--- src/rtl/fifo_serial_tx.sv ---
// fifo_serial_tx: drains words from a FIFO read port and sends each one as a
// serial frame: start bit (0), `width` data bits LSB first, stop bit (1).
// Each bit lasts clks_per_bit clocks. All outputs are decoded from registers.
module fifo_serial_tx #(
  parameter int width        = 4,
  parameter int clks_per_bit = 4
) (
  input  logic             clk,
  input  logic             rstn,
  input  logic             en,
  input  logic             empty,
  input  logic [width-1:0] rd_data,
  output logic             pop,
  output logic             tx,
  output logic             busy,
  output logic             frame_done
);

  localparam int baud_w = (clks_per_bit > 1) ? $clog2(clks_per_bit) : 1;
  localparam int bit_w  = (width > 1) ? $clog2(width) : 1;
  localparam logic [baud_w-1:0] baud_last = baud_w'(clks_per_bit - 1);
  localparam logic [bit_w-1:0]  bit_last  = bit_w'(width - 1);

  typedef enum logic [2:0] {IDLE, POP, FETCH, START, DATA, STOP} state_t;

  state_t             state_reg, state_next;
  logic [baud_w-1:0]  baud_reg, baud_next;
  logic [bit_w-1:0]   bit_reg, bit_next;
  logic [width-1:0]   shift_reg, shift_next;
  logic               baud_tick;

  // A bit period ends when the baud counter reaches its last value.
  assign baud_tick = (baud_reg == baud_last);

  // State and counter registers; reset drops any frame in flight.
  always_ff @(posedge clk or negedge rstn) begin
    if (!rstn) begin
      state_reg <= IDLE;
      baud_reg  <= '0;
      bit_reg   <= '0;
      shift_reg <= '0;
    end else begin
      state_reg <= state_next;
      baud_reg  <= baud_next;
      bit_reg   <= bit_next;
      shift_reg <= shift_next;
    end
  end

  // Next-state logic: sequences pop, fetch, then the start/data/stop bits.
  always_comb begin
    state_next = state_reg;
    baud_next  = baud_reg;
    bit_next   = bit_reg;
    shift_next = shift_reg;
    case (state_reg)
      IDLE: begin
        if (en && !empty) state_next = POP;
      end
      POP: begin
        state_next = FETCH;
      end
      FETCH: begin
        // The FIFO head word is valid on rd_data in the cycle after pop.
        shift_next = rd_data;
        baud_next  = '0;
        state_next = START;
      end
      START: begin
        if (baud_tick) begin
          baud_next  = '0;
          bit_next   = '0;
          state_next = DATA;
        end else begin
          baud_next = baud_reg + baud_w'(1);
        end
      end
      DATA: begin
        if (baud_tick) begin
          baud_next  = '0;
          shift_next = shift_reg >> 1;
          if (bit_reg == bit_last) begin
            bit_next   = '0;
            state_next = STOP;
          end else begin
            bit_next = bit_reg + bit_w'(1);
          end
        end else begin
          baud_next = baud_reg + baud_w'(1);
        end
      end
      STOP: begin
        if (baud_tick) begin
          baud_next = '0;
          // Chain straight into the next pop so frames run back to back.
          if (en && !empty) state_next = POP;
          else              state_next = IDLE;
        end else begin
          baud_next = baud_reg + baud_w'(1);
        end
      end
      default: begin
        state_next = IDLE;
        baud_next  = '0;
        bit_next   = '0;
      end
    endcase
  end

  // Moore output decode from the registered state and counters.
  always_comb begin
    pop        = (state_reg == POP);
    busy       = (state_reg != IDLE);
    frame_done = (state_reg == STOP) && baud_tick;
    case (state_reg)
      START:   tx = 1'b0;
      DATA:    tx = shift_reg[0];
      default: tx = 1'b1;
    endcase
  end

endmodule

--- config.mk ---
export PLATFORM = sky130hd
export DESIGN_NAME = fifo_serial_tx
export DESIGN_NICKNAME = d
export VERILOG_FILES = /design/src/rtl/fifo_serial_tx.sv
export SDC_FILE = /design/constraint.sdc
export NUM_CORES = 1
export LEC_CHECK = 0
export ABC_CLOCK_PERIOD_IN_PS = 1600
export CELL_PAD_IN_SITES_DETAIL_PLACEMENT = 2
export CELL_PAD_IN_SITES_GLOBAL_PLACEMENT = 2
export CORE_MARGIN = 3
export CORE_UTILIZATION = 31
export DETAILED_ROUTE_END_ITERATION = 6
export PLACE_DENSITY = 0.72
export SETUP_SLACK_MARGIN = 0.05
export SLEW_MARGIN = 20
export SYNTH_ARGS = -nofsm -noshare
export SYNTH_HDL_FRONTEND = slang
export SYNTH_SLANG_ARGS = --single-unit
--- constraint.sdc ---
create_clock -name clk -period 1.6 [get_ports clk]
set_input_delay 0.16 -clock clk [delete_from_list [all_inputs] [get_ports clk]]
set_output_delay 0.16 -clock clk [all_outputs]
set_load 0.02 [all_outputs]
Yosys cells after proc, flatten, opt, wreduce, memory -nomap -nowiden
Index checks and enable logic that the tools add are counted.
{"block": "totals", "n_memories": 0, "wordCells": 47, "regBits": 11, "rom_bits": 0, "latchBits": 0, "inputBits": 8, "mem_bits_rw": 0, "output_inout_bits": 4}
{"block": "classes", "multipliers": 0, "n_reduce_logical": 12, "shift": 0, "eq_ne": 12, "n_addsub": 2, "bitwise": 1, "div_mod_pow": 0, "magnitude_cmp": 0, "mux": 16}
{"operator": "one-hot mux 3 bit (6 select lines)", "count": 1}
{"operator": "two-way mux 3 bit", "count": 5}
{"operator": "inequality test 2 bit (second input constant)", "count": 5}
{"operator": "two-way mux 2 bit", "count": 4}
{"operator": "one-hot mux 4 bit (2 select lines)", "count": 1}
{"operator": "== test 3 x 2 -> 1 bit (second input constant)", "count": 2}
{"operator": "== test 3 bit (second input constant)", "count": 2}
{"operator": "one-hot mux 2 bit (3 select lines)", "count": 1}
{"operator": "AND reduction 5 bit", "count": 1}
{"operator": "adder 2 x 1 -> 2 bit (second input constant)", "count": 2}
{"operator": "== test 2 bit (second input constant)", "count": 2}
{"operator": "two-way mux 4 bit", "count": 1}
{"operator": "one-hot mux 2 bit (2 select lines)", "count": 1}
{"operator": "OR reduction 4 bit", "count": 1}
{"operator": "== test 3 x 1 -> 1 bit (second input constant)", "count": 1}
{"operator": "zero test 3 bit", "count": 1}
{"operator": "AND reduction 3 bit", "count": 1}
{"operator": "nonzero test 3 bit", "count": 1}
{"operator": "OR reduction 3 bit", "count": 1}
{"operator": "logical AND 1 bit", "count": 2}
{"operator": "one-hot mux 1 bit (2 select lines)", "count": 1}
{"operator": "AND reduction 2 bit", "count": 1}
{"operator": "nonzero test 2 bit", "count": 1}
{"operator": "OR reduction 2 bit", "count": 1}
{"operator": "3 further kinds", "count": 3}

Logic depth before layout (Yosys ltp)
{"block": "depth", "word_depth": 5, "mapped_depth": 5, "ltp_nobuf": 4}

Worst setup path before layout
Ideal clock, no wire load.
{"block": "synth_timing", "path_kind": "register -> register", "startpoint": "reg baud_reg[0]", "endpoint": "reg shift_reg[0]", "stages_incl_launch_ff": 6, "path_buffers": 1, "synth_period_minus_slack_ns": 1.420, "setup_time_ns": 0.125, "t_arrival_ns": 1.295, "slack_ns": 0.180, "required_time_ns": 1.475, "cell_sequence": "dfrtp_1 > ha_1 > buf_4 > nand3b_1 > a21oi_1 > mux2_2"}
{"block": "synth_between", "elab_chain_len": 3}
{"element": "start, declared", "line_no": "27", "text": "logic [baud_w-1:0] baud_reg, baud_next;"}
{"element": "start signal, assigned", "line_no": "44", "text": "baud_reg <= baud_next;"}
{"element": "== test 2 bit", "line_no": "33", "text": "assign baud_tick = (baud_reg == baud_last);"}
{"element": "inequality test 2 bit (no line)"}
{"element": "AND reduction 2 bit (no line)"}
{"element": "end signal, assigned", "line_no": "46", "text": "shift_reg <= shift_next;"}
{"element": "end, declared", "line_no": "29", "text": "logic [width-1:0] shift_reg, shift_next;"}
No other way between the ends.
A chain may end at the register's enable or synchronous reset.

Worst setup path after layout
{"block": "layout_timing", "startpoint": "reg state_reg[1]", "endpoint": "reg shift_reg[1]"}
{"block": "layout_between", "elab_chain_len": 3, "elab_cells_between_ends": 6, "classes_between": "3 x eq/ne; 1 x mux; 2 x reduce/logical"}
{"element": "start, declared", "line_no": "26", "text": "state_t state_reg, state_next;"}
{"element": "start signal, assigned", "line_no": "43", "text": "state_reg <= state_next;"}
{"element": "== test 3 bit or == test 3 x 2 -> 1 bit (tied branches)", "line_no": "56", "text": "case (state_reg)"}
{"element": "inequality test 2 bit (no line) or nonzero test 2 bit (tied branches)"}
{"element": "AND reduction 2 bit (no line)"}
Parallel ways exist; a longest one is shown, timed or not.

==> flow_summary.toml <==
[outcome]
status = "finished, final reports clean"

[sta]
layout_setup_ws_ns = 0.02712
hold_slack_ns = 0.2266
clock.fmax_mhz = 635.8
fin_skew_ns = 0.002554
hold_viol_final = 0
slew_headroom = 0.6471
fin_setup_tns_ns = 0
maxSlewViolCount = 0
fin_crit_ns = 1.573
finalSetupViolations = 0
grt_setup_unrepaired = "true"
tightest_slew_ns = 0.5277
min_period_over_period = 0.9831

[setup_path]
path_class = "reg2reg"
worstPathMaxFanout = 6
crit_slowest_cell = "dfrtp_1"
arrival_ns = 1.74
cp_cell_sequence = "buf_6 -> nor3b_4 -> mux2_4 -> mux2_4"
crit_path_frequent_cell = "mux2_4"
cp-start-kind = "register"
worstSetupEndpointType = "register"
cp_data_required_time_ns = 1.76
critPathMaxStageDelay_ns = 0.40

[synthesis]
syn_inst = 61
yosysSeqAreaShare = 0.4198
avgSynthCellArea_sq_um = 10.75
synth_nets = 71
synthTopCellsByArea = "dfrtp_1 (42%), mux2_1 (5.2%), mux2_2 (5.2%), a21oi_1 (3.8%), ha_1 (3.8%)"
synth_warnings = 0
synth_area_sq_um = 655.6
yosys.area.top_type = "dfrtp_1"
ys_seq_elements = 11
synth_cell_types = 32
synth_top_area_share = 0.4198

[power]
power_mw = 1.685
vdd_drop_max_mv = 0.9000
power_leakage_nw = 0.4855
power_density_nw_per_um2 = 1670

[global_routing]
gr-max-usage-layer = "met2"
use_met1 = 0.2385
grtUsageMet3 = 0.02865
grt_pass1_wl_mm = 3.898
grt_start_max_net_pins = 12
grt_util_met2 = 0.3891
grt_pass1_vias = 725
antenna_found_initial = 0
grt_overflow = 0
grt_usage = 0.2133

[placed_design]
pre_cts_ws_ns = -0.1862
place_area_sq_um = 888.4
port_buffers = 11
place_congestion = 0.7309
place_inst = 111
dp_hpwl_mm = 1.579

[route]
dr_total_vias = 625
drc = 0
viasPerCell = 5.165
wl_per_cell_um = 19.92
drtPass1Iterations = 2
drt_iter0_drc = 4
drtAntennaViolNets = 0
wirelength_mm = 2.410

[floorplan]
core_area_sq_um = 1982
initial_core_util = 0.3308
dieWidth_um = 51.99
die_y_um = 51.99
io_pins = 12
die_area_sq_um = 2703
rows = 16

[layout]
syn_to_final_growth_pct = 53.82
fin_util = 0.5088
finalNetCount = 105
n_antenna_cell = 0
fin_area_sq_um = 1008
drive_gt1_frac = 0.4787
largest_reg_flops = 4
finalNonFillerCells = 121

[clock_network]
clock-sinks = 11
cts_root_buf = "clkbuf_4"
clkLatencyLatePin_ns = 0.28
cts_tree = "built"
hold_buffers = 0
cts.path.max_buffers = 2
cts.htree.levels = 1
cts-buffers-inserted = 3
cts.clk_slew.worst_paths_ns = 0.07

[hold_path]
hold_class = "in2async"

[run]
cap_violations = 0
## what timing repair did
| item | 4_1_cts | 5_1_grt |
|---|---|---|
| gates cloned | 0 | 0 |
| endpoints found under the setup margin | 7 | 7 |
| buffers inserted | 4 | 2 |
| gates resized for setup | 22 | 14 |
| pin swaps | 1 | 1 |
| hold endpoints to repair | 0 | 0 |
## cells in the final DEF (no fill, tap or decap), drive strengths merged, types with 2 or more instances in the layout
| cell type | n |
|---|---|
| a21oi | 5 |
| buf | 26 |
| nand2 | 4 |
| o32ai | 2 |
| a211oi | 2 |
| dfrtp | 11 |
| clkdlybuf4s50 | 7 |
| o22ai | 2 |
| inv | 4 |
| nor3 | 2 |
| mux2 | 6 |
| clkbuf | 4 |
| ha | 2 |
| nor2 | 2 |
## cell usage after synthesis
master and instances:
dfrtp_1 11, nor2_2 1, a32oi_1 1, a21oi_1 5, nor2b_1 1, and4bb_2 1
a21bo_1 1, mux2_1 3, nand3b_1 1, nand2_1 4, nor2_1 1, nor3b_4 1
inv_1 3, mux2i_1 1, nor3_1 2, a32o_1 1, ha_1 2, a2bb2oi_1 1
nand2b_1 1, nor4_1 1, and2_1 1, a211oi_1 2, inv_2 1, o22ai_1 2
buf_6 1, a22o_1 1, buf_2 1, o32ai_1 2, buf_4 2, or3_1 1
o32a_1 1, mux2_2 3
## final cells by class
type / count / area [sq um]
tap: 27 / 33.78
fill: 201 / 973.4
clock buffer: 4 / 26.28
sequential: 11 / 277.8
inverter: 4 / 17.52
multi-input combinational: 42 / 385.4
timing repair buffer: 33 / 267.8
## worst max-delay path, delay by kind of cell, from the launching register on
kind | cells | cell delay (ns)
mux | 2 | 0.59
flops | 1 | 0.40
simple gates | 1 | 0.32
buf+inv | 1 | 0.15
## per-layer routing
layer	part of all wire	wire length, um
met1	0.44	1053
met2	0.53	1277
met3	0.019	45
met4	0.014	34
met5	0	0
## power breakdown
part / switching (mW) / total (mW) / leakage, nW / internal [mW]
sequential: 0.106 / 0.493 / 0.131 / 0.387
combinational: 0.460 / 0.992 / 0.340 / 0.532
clock: 0.103 / 0.200 / 0.0150 / 0.0968
## logic make-up (layout without fill, tap and decap cells)
logic type / Yosys count / after routing / share of synthesized area
compound gates: 17 / 17 / 0.1927
simple gates: 16 / 16 / 0.1603
flops: 11 / 11 / 0.4198
buf+inv: 8 / 41 / 0.07059
mux: 7 / 7 / 0.1183
fa+ha+maj: 2 / 2 / 0.03816
## worst paths after layout
path | start | end | slack, ns | depth (start not counted)
max | state_reg[1]$_DFFE_PN0P_ | shift_reg[1]$_DFFE_PN0P_ | 0.03 | 4
min | rstn | shift_reg[3]$_DFFE_PN0P_ | 0.23 | 1
max reg2reg | state_reg[1]$_DFFE_PN0P_ | shift_reg[1]$_DFFE_PN0P_ | 0.03 | 4
min reg2reg | bit_reg[1]$_DFFE_PN0P_ | bit_reg[1]$_DFFE_PN0P_ | 0.51 | 1
max in group asynchronous | rstn | state_reg[2]$_DFFE_PN0P_ | 0.99 | 1
min in group clk | bit_reg[1]$_DFFE_PN0P_ | bit_reg[1]$_DFFE_PN0P_ | 0.51 | 1
Power figures use the tool's default switching activity.
